## config.mk

```make
export PLATFORM = sky130hd
export DESIGN_NAME = axilite_read_addr_flat
export DESIGN_NICKNAME = d
export VERILOG_FILES = /design/src/rtl/axilite_read_addr_if.sv /design/src/rtl/axilite_read_addr.sv /design/src/flat_wrapper.sv
export SDC_FILE = /design/constraint.sdc
export NUM_CORES = 1
export LEC_CHECK = 0
export ABC_CLOCK_PERIOD_IN_PS = 2750
export CAP_MARGIN = 10
export CELL_PAD_IN_SITES_DETAIL_PLACEMENT = 0
export CELL_PAD_IN_SITES_GLOBAL_PLACEMENT = 2
export CORE_MARGIN = 1.5
export CORE_UTILIZATION = 29
export CTS_BUF_LIST = sky130_fd_sc_hd__clkbuf_4
export DETAILED_ROUTE_END_ITERATION = 10
export GPL_TIMING_DRIVEN = 1
export PLACE_DENSITY_LB_ADDON = 0.1
export SLEW_MARGIN = 30
export SYNTH_ARGS = -nofsm -noshare
export SYNTH_HDL_FRONTEND = slang
export SYNTH_SLANG_ARGS = --single-unit
```

## constraint.sdc

```tcl
create_clock -name clk -period 2.75 [get_ports clk]
set_clock_uncertainty 0.2 [all_clocks]
set_input_delay 0.4125 -clock clk [delete_from_list [all_inputs] [get_ports clk]]
set_output_delay 0.4125 -clock clk [all_outputs]
set_load 0.01 [all_outputs]
```

## src/rtl/axilite_read_addr_if.sv

```systemverilog
// AXI4-Lite AR channel plus read-data stage handoff, grouped for axilite_read_addr.
// master: the AXI master / read-data stage side; slave: the axilite_read_addr block.
interface axilite_read_addr_if #(
  parameter int ADDR_SIZE = 32
);
  logic [ADDR_SIZE-1:0] araddr;
  logic [2:0]           arprot;
  logic                 arvalid;
  logic                 arready;
  logic [ADDR_SIZE-1:0] addr;
  logic                 addr_good;
  logic                 deassert_addr;
  logic                 rvalid;
  logic                 rready;
  logic                 busy;

  modport master (
    output araddr, arprot, arvalid, deassert_addr, rvalid, rready,
    input  arready, addr, addr_good, busy
  );

  modport slave (
    input  araddr, arprot, arvalid, deassert_addr, rvalid, rready,
    output arready, addr, addr_good, busy
  );
endinterface

```

## src/rtl/axilite_read_addr.sv

```systemverilog
// AXI4-Lite read-address front end: one outstanding read, araddr rebased to BASE_ADDR.
// Optional AXILITE_ADDR_ALIGN_EN clears the sub-word bits of the captured offset.
//
// state  | meaning
// IDLE   | arready high, waiting for an AR handshake
// PEND   | offset presented on addr/addr_good, waiting for deassert_addr
// WAIT_R | offset taken, waiting for the R beat to leave
module axilite_read_addr #(
  parameter int                   ADDR_SIZE  = 32,
  parameter int                   DATA_WIDTH = 32,
  parameter logic [ADDR_SIZE-1:0] BASE_ADDR  = '0
) (
  input  logic                 clk,
  input  logic                 rst,
  axilite_read_addr_if.slave   bus
);

  localparam logic [1:0] IDLE   = 2'd0;
  localparam logic [1:0] PEND   = 2'd1;
  localparam logic [1:0] WAIT_R = 2'd2;

  if (DATA_WIDTH < 8 || (DATA_WIDTH & (DATA_WIDTH - 1)) != 0) begin : g_bad_width
    $error("axilite_read_addr: DATA_WIDTH must be a power of two of at least 8");
  end

  logic [1:0]           state;
  logic [ADDR_SIZE-1:0] offset;
  logic [ADDR_SIZE-1:0] offset_cap;
  logic                 unused_arprot;

  // Subtraction wraps on purpose; out-of-range offsets are rejected downstream.
  assign offset = bus.araddr - BASE_ADDR;

`ifdef AXILITE_ADDR_ALIGN_EN
  localparam int                   ALIGN_BITS = $clog2(DATA_WIDTH / 8);
  localparam logic [ADDR_SIZE-1:0] ALIGN_MASK = {ADDR_SIZE{1'b1}} << ALIGN_BITS;
  assign offset_cap = offset & ALIGN_MASK;
`else
  assign offset_cap = offset;
`endif

  assign unused_arprot = ^bus.arprot;
  assign bus.busy      = (state != IDLE);

  always_ff @(posedge clk or posedge rst) begin
    if (rst) begin
      state         <= IDLE;
      bus.arready   <= 1'b1;
      bus.addr_good <= 1'b0;
      bus.addr      <= '0;
    end else begin
      case (state)
        IDLE: begin
          if (bus.arvalid) begin
            bus.addr      <= offset_cap;
            bus.addr_good <= 1'b1;
            bus.arready   <= 1'b0;
            state         <= PEND;
          end
        end
        PEND: begin
          if (bus.deassert_addr) begin
            bus.addr_good <= 1'b0;
            state         <= WAIT_R;
          end
        end
        WAIT_R: begin
          // Release only once no R beat is stalled at the master.
          if (!bus.rvalid || bus.rready) begin
            bus.arready <= 1'b1;
            state       <= IDLE;
          end
        end
        default: begin
          bus.arready   <= 1'b1;
          bus.addr_good <= 1'b0;
          state         <= IDLE;
        end
      endcase
    end
  end

endmodule

```

## src/flat_wrapper.sv

```systemverilog
// flat-port wrapper written by rule: the top's interface ports become plain ports
module axilite_read_addr_flat 
#(
  parameter int                   ADDR_SIZE  = 32,
  parameter int                   DATA_WIDTH = 32,
  parameter logic [ADDR_SIZE-1:0] BASE_ADDR  = '0
)
  (clk, rst, bus_araddr, bus_arprot, bus_arvalid, bus_deassert_addr, bus_rvalid, bus_rready, bus_arready, bus_addr, bus_addr_good, bus_busy);
  axilite_read_addr_if #(.ADDR_SIZE(ADDR_SIZE)) bus_i ();
  input  logic clk;
  input  logic rst;
  input wire logic [$bits(bus_i.araddr)-1:0] bus_araddr;
  input wire logic [$bits(bus_i.arprot)-1:0] bus_arprot;
  input wire logic [$bits(bus_i.arvalid)-1:0] bus_arvalid;
  input wire logic [$bits(bus_i.deassert_addr)-1:0] bus_deassert_addr;
  input wire logic [$bits(bus_i.rvalid)-1:0] bus_rvalid;
  input wire logic [$bits(bus_i.rready)-1:0] bus_rready;
  output wire logic [$bits(bus_i.arready)-1:0] bus_arready;
  output wire logic [$bits(bus_i.addr)-1:0] bus_addr;
  output wire logic [$bits(bus_i.addr_good)-1:0] bus_addr_good;
  output wire logic [$bits(bus_i.busy)-1:0] bus_busy;
  assign bus_i.araddr = bus_araddr;
  assign bus_i.arprot = bus_arprot;
  assign bus_i.arvalid = bus_arvalid;
  assign bus_i.deassert_addr = bus_deassert_addr;
  assign bus_i.rvalid = bus_rvalid;
  assign bus_i.rready = bus_rready;
  assign bus_arready = bus_i.arready;
  assign bus_addr = bus_i.addr;
  assign bus_addr_good = bus_i.addr_good;
  assign bus_busy = bus_i.busy;
  axilite_read_addr #(.ADDR_SIZE(ADDR_SIZE), .DATA_WIDTH(DATA_WIDTH), .BASE_ADDR(BASE_ADDR)) u_core (.clk(clk), .rst(rst), .bus(bus_i));
endmodule
```

==> metrics, run 1 <==
GRT Residual Overflow=0; count leader, synth=dfrtp_1; FF-to-FF path depth=4; Syn Nets=between 100 and 150; sequential share of the synthesized area=approximately 60%; Synth Instances=87; routed wire length=around 3100 um; critical path type=reg -> out; Die Wd=75.40 um; post-synth top area cell=dfrtp_1; Fill cells=~480; Remaining DRCs=0; CTS tree=done; Achievable Freq=between 400 and 500 MHz; initial antenna violation count=0; Initial Util=29.96%; setup TNS=0 ns; unique cell type count in the Yosys netlist=16; Skew-Pair Late Insertion Delay=about 0.32 ns; Startpoint Class=flip-flop; # nets final=about 210; WP buf/inv=1; worst setup slack after layout=0.5788 ns; DR pass1 iterations=2; crit end category=output pin; Synth top cells by count=dfrtp_1 (35), mux2_4 (29); first-pass GRT wire length=between 4000 and 5000 um; FF-to-FF Start=u_core.state[0]$_DFFE_PP0P_; required time worst endpoint=approximately 2.1 ns; Row Count=26; post-synthesis register bit count=36; Inserted Clock Buffers=5; Post-synth ARST share=100.0%; total track usage=11.43%; clock buffer depth=2; fin crit share=78.95%; register area=between 900 and 1000 um^2; outcome=finished clean; end point of the critical path=bus_busy; Routed Antenna Nets=0; core area=about 5100 um^2; Synth top area share=between 50% and 60%; reg2reg setup slack=~0.9 ns; synth top area cells=dfrtp_1 (58%), mux2_4 (29%), buf_8 (3.0%); RePlAce Congestion=between 0.6 and 0.7; clock sinks=36; RSZ-0062 raised after global routing=false; Worst Path Arrival=roughly 1.6 ns; # port buffers=72; Post-synth EDFFs=0; Post-CTS Hold Fix Bufs=0; reg-to-reg endpoint=u_core.bus.addr[25]$_DFFE_PP0P_; IO Pins=76; layout cell share with drive strength beyond 1=between 20% and 30%; dominant synthesized flop cell=dfrtp_1; CTS root buf=clkbuf_4; Fin. Hold Viols=0; Crit Path Max Fanout=7; Reg clk slew, reported paths=0.11 ns; Max-slew headroom=a little over two thirds; Post-Syn Area per Cell=17.47 um^2; chip height=between 70 and 80 um; DR vias/cell=approximately 4.2; Max Cap Viol=0; Multi-input gate area=~560 um^2; crit-path cells=or2_4, clkdlybuf4s50_1; CP max stage cell=clkdlybuf4s50_1; WL/cell=roughly 13 um; Cell Pwr Density=1100 nW/um^2; YS warnings=0; slowest stage delay, CP=around 0.48 ns; synthesized area=about 1500 um^2; fin crit period=between 2 and 2.5 ns; WP depth=2; number of global-route vias before repair=a little over 1,000; n_diodes=0; HPWL after DPL=2168 um; VDD IR-drop max=a little under 0.4 mV; vias=998; P_leak=slightly above 1 nW; initial DRC count=28; post-CTS setup buffer count=0; P&R area growth vs syn=56.46%; Slew @ Worst Pin=approximately 0.45 ns; dpl ws=0.5823 ns; Die Area=about 5700 um^2; htree depth=2; largest net degree at the start of global routing=37; final setup vio count=0; cell family with most CP delay=buffers and inverters; Final Slew Violations=0; min-delay worst type=in -> async; Worst setup startpoint=u_core.state[0]$_DFFE_PP0P_; PostCTS Resize Cnt=0
==> state kept, by name, indices dropped and copies added (netlist names) <==
name	cells
u_core.bus.addr	32
u_core.bus.addr_good	1
u_core.bus.arready	1
u_core.state	2
==> tightest hold or removal path, cell delays in order <==
cell	delay, ns
clkdlybuf4s50_1	0.40
inv_1	0.05
buf_4	0.38
==> report_power, final <==
group,switching [mW],leakage (nW),internal (mW)
clock network,0.168,0.0368,0.132
registers,0.158,0.421,0.803
logic,0.438,0.573,0.917
total,0.765,1.03,1.85
==> per-stage QoR <==
stage / hold slack [ns] / power [mW] / instance area, um^2 / utilization, % / instances
2_1_floorplan: 0.2674 / 1.686 / 1520 / - / 87
3_3_place_gp: 0.2851 / 2.324 / 2318 / 45.69 / 229
3_5_place_dp: 0.2916 / 2.341 / 2318 / 45.69 / 229
4_1_cts: 0.2806 / 2.663 / 2379 / 46.87 / 237
5_1_grt: 0.2986 / 2.783 / 2379 / 46.87 / 237
6_report: 0.2631 / 2.616 / 2379 / 46.87 / 237
==> how the worst min path moves through the flow <==
stage	to	cells after the start
2_1_floorplan	u_core.state[0]$_DFFE_PP0P_	1
3_3_place_gp	u_core.bus.addr_good$_DFFE_PP0P_	2
3_5_place_dp	u_core.bus.addr[13]$_DFFE_PP0P_	1
4_1_cts	u_core.bus.addr[27]$_DFFE_PP0P_	3
5_1_grt	u_core.bus.addr[20]$_DFFE_PP0P_	3
6_report	u_core.bus.addr[29]$_DFFE_PP0P_	3
==> cell type report <==
class                           count  share of cell area, %
Multi-Input combinational cell     45                  23.62
Inverter                            3                 0.4734
Timing Repair Buffer               75                  31.77
Tap cell                           70                  3.682
Clock buffer                        8                  2.525
Sequential cell                    36                  37.93
==> per-layer routing <==
metal | vias up | share of wire (%) | track usage (%)
li1 | 457 | - | -
met1 | 493 | 42 | 13.74
met2 | 42 | 48 | 17.54
met3 | 6 | 7.6 | 3.439
met4 | 0 | 2.3 | 7.937
met5 | - | 0 | 0
==> cells in the final DEF (no fill, tap or decap) <==
cell,count
clkdlybuf4s50_1,72
dfrtp_1,35
mux2_4,29
clkbuf_4,8
inv_1,3
nor2_1,3
mux2_2,3
nor4b_1,2
buf_4,2
or2_4,1
nor2_8,1
a211oi_1,1
a31o_2,1
nor3_1,1
a21oi_1,1
nand2_1,1
o21ai_0,1
buf_12,1
dfstp_2,1
==> cell families (layout without fill, tap and decap cells) <==
family,after synthesis,in the layout,synth area share (%)
AOI/OAI and AO/OA,4,4,1.728
buffers and inverters,6,86,3.703
DFF,36,36,59.34
muxes,32,32,30.86
and+or+nand+nor,9,9,4.362
(Power assumes the default switching activity.)
==> inputs of run 2 (changes only) <==
--- a/config.mk
+++ b/config.mk
@@ -5,12 +5,12 @@
 export SDC_FILE = /design/constraint.sdc
 export NUM_CORES = 1
 export LEC_CHECK = 0
-export ABC_CLOCK_PERIOD_IN_PS = 2750
+export ABC_CLOCK_PERIOD_IN_PS = 1900
 export CAP_MARGIN = 10
 export CELL_PAD_IN_SITES_DETAIL_PLACEMENT = 0
 export CELL_PAD_IN_SITES_GLOBAL_PLACEMENT = 2
 export CORE_MARGIN = 1.5
-export CORE_UTILIZATION = 29
+export CORE_UTILIZATION = 24
 export CTS_BUF_LIST = sky130_fd_sc_hd__clkbuf_4
 export DETAILED_ROUTE_END_ITERATION = 10
 export GPL_TIMING_DRIVEN = 1
==> constraint.sdc (replaced) <==
create_clock -name clk -period 1.9 [get_ports clk]
set_clock_uncertainty 0.2 [all_clocks]
set_input_delay 0.285 -clock clk [delete_from_list [all_inputs] [get_ports clk]]
set_output_delay 0.285 -clock clk [all_outputs]
set_load 0.01 [all_outputs]
==> metrics, run 2 (same netlist as run 1, synthesis figures left out) <==
Final Non-Filler Cells=245; Fin. Hold Viols=0; DR pass1 iterations=3; first-pass GRT wire length=a little under 5000 um; n_diodes=0; commonest non-fill, non-tap cells in the layout=clkdlybuf4s50_1 (70), dfrtp_1 (34), mux2_4 (29), clkbuf_4 (5); RSZ-0062 raised after global routing=false; slowest stage delay, CP=roughly 0.44 ns; Achievable Freq=roughly 550 MHz; cell family with most CP delay=flip-flops; Crit Path Max Fanout=4; Fill cells=581; initial DRC count=12; HPWL after DPL=between 2000 and 2500 um; number of global-route vias before repair=approximately 1,000; routed wire length=around 3300 um; WP buf/inv=1; required time worst endpoint=1.41 ns; Cell Pwr Density=around 1600 nW/um^2; Inserted Clock Buffers=5; GRT Residual Overflow=0; Row Count=28; crit-path cells=or2_4, dlygate4sd2_1; CP max stage cell=dfrtp_2; DR vias/cell=roughly 4.1; WL/cell=between 10 and 15 um; Startpoint Class=flip-flop; largest reg by FF count=u_core.bus.addr; initial antenna violation count=0; P&R area growth vs syn=59.34%; largest net degree at the start of global routing=37; Max Cap Viol=0; commonest non-fill, non-tap cell in the layout=clkdlybuf4s50_1; Remaining DRCs=0; htree depth=2; IO Pins=76; fin crit period=between 1.5 and 2 ns; critical path type=reg -> out; P_leak=approximately 1.1 nW; outcome=finished clean; clock buffer depth=2; Initial Util=around 25%; CTS tree=done; min-delay worst type=in -> async; crit end category=output pin; Reg clk slew, reported paths=0.11 ns; core area=~6000 um^2; setup TNS=0 ns; fin crit share=95.73%; RePlAce Congestion=around 0.68; vias=between 1,000 and 1,500; Final Slew Violations=0; Die Wd=about 83 um; Placed Instances=about 240; CTS root buf=clkbuf_4; Slew @ Worst Pin=around 0.25 ns; # nets final=210; final setup vio count=0; Die Area=about 6800 um^2; Worst Path Arrival=roughly 1.3 ns; total track usage=just under 10%; VDD IR-drop max=about 0.6 mV; top flop regs=u_core.bus.addr x32, u_core.state x2; chip height=between 80 and 90 um; Max-slew headroom=roughly 83%; Routed Antenna Nets=0; Skew-Pair Late Insertion Delay=around 0.32 ns; max FFs per register=32; layout cell share with drive strength beyond 1=29.41%; clock sinks=36; # port buffers=72
[run 2: cell count changes in the layout (fill, tap and decap cells not counted), sizes merged]
cell / change
dlygate4sd2: +2
clkbuf: -3
buf: +3
clkdlybuf4s50: -2
clkinv: +3
[run 2: layer usage]
layer | share of wire (%) | wire [um] | up-vias | track usage (%)
met3 | 10 | 338 | 2 | 4.396
met2 | 47 | 1550 | 50 | 15.69
li1 | - | - | 466 | -
met1 | 42 | 1363 | 491 | 11.70
met5 | 0 | 0 | - | 0
met4 | 0.55 | 18 | 0 | 3.500
[run 2: area by class of cell]
cell class | instances | area (um^2) | share of cell area, %
Sequential cell | 36 | 903.4 | 37.29
Inverter | 3 | 11.26 | 0.4649
Clock buffer | 5 | 37.54 | 1.550
Clock inverter | 3 | 13.76 | 0.5682
Timing Repair Buffer | 78 | 800.8 | 33.06
Multi-Input combinational cell | 45 | 561.8 | 23.19
Tap cell | 75 | 93.84 | 3.874
[run 2: report_power, final]
part	switching, mW	internal, mW	leakage (nW)	total [mW]
Clock	0.248	0.136	0.0324	0.384
Sequential	0.225	1.16	0.420	1.39
Combinational	0.659	1.36	0.599	2.02
Total	1.13	2.66	1.05	3.79
[run 2: worst paths after layout]
| path | from | end | slack [ns] | depth (start not counted) |
|---|---|---|---|---|
| worst max-delay path | u_core.state[0]$_DFFE_PP0P_ | bus_busy | 0.08 | 2 |
| worst min-delay path | rst | u_core.bus.addr[19]$_DFFE_PP0P_ | 0.09 | 3 |
| worst max register to register | u_core.state[0]$_DFFE_PP0P_ | u_core.bus.addr[4]$_DFFE_PP0P_ | 0.22 | 4 |
| worst min register to register | u_core.bus.arready$_DFFE_PP1P_ | u_core.bus.arready$_DFFE_PP1P_ | 0.31 | 2 |
| max in group asynchronous | rst | u_core.bus.arready$_DFFE_PP1P_ | 1.15 | 3 |
| min in group clk | u_core.bus.arready$_DFFE_PP1P_ | u_core.bus.arready$_DFFE_PP1P_ | 0.31 | 2 |
[run 2: timing repair]
item,in CTS,in global routing
hold endpoints to repair,0,0
setup buffers,0,2
hold buffers,0,0
resized for setup,3,0
cloned,0,0
endpoints found under the setup margin,2,1
[run 2: worst min-delay path, stage by stage]
cell	delay (ns)
clkdlybuf4s50_1	0.40
inv_1	0.09
buf_12	0.23
[run 2: through the flow]
step	utilization, %	total power, mW	instance area, um^2	hold WS [ns]	worst slack [ns]
2_1_floorplan	-	2.440	1520	0.1796	0.2583
3_3_place_gp	39.12	3.404	2357	0.2888	0.02954
3_5_place_dp	39.12	3.426	2357	0.2928	0.01235
4_1_cts	39.95	3.846	2407	0.07030	0.01430
5_1_grt	40.20	4.054	2422	0.06883	0.002932
6_report	40.20	3.790	2422	0.08827	0.08119
==> inputs of run 3 (changes only) <==
--- a/config.mk
+++ b/config.mk
@@ -15,7 +15,6 @@
 export DETAILED_ROUTE_END_ITERATION = 10
 export GPL_TIMING_DRIVEN = 1
 export PLACE_DENSITY_LB_ADDON = 0.1
-export SLEW_MARGIN = 30
 export SYNTH_ARGS = -nofsm -noshare
 export SYNTH_HDL_FRONTEND = slang
 export SYNTH_SLANG_ARGS = --single-unit
==> results of run 3 <==
No change in the layout: final DEF, timing and power equal those of run 2.
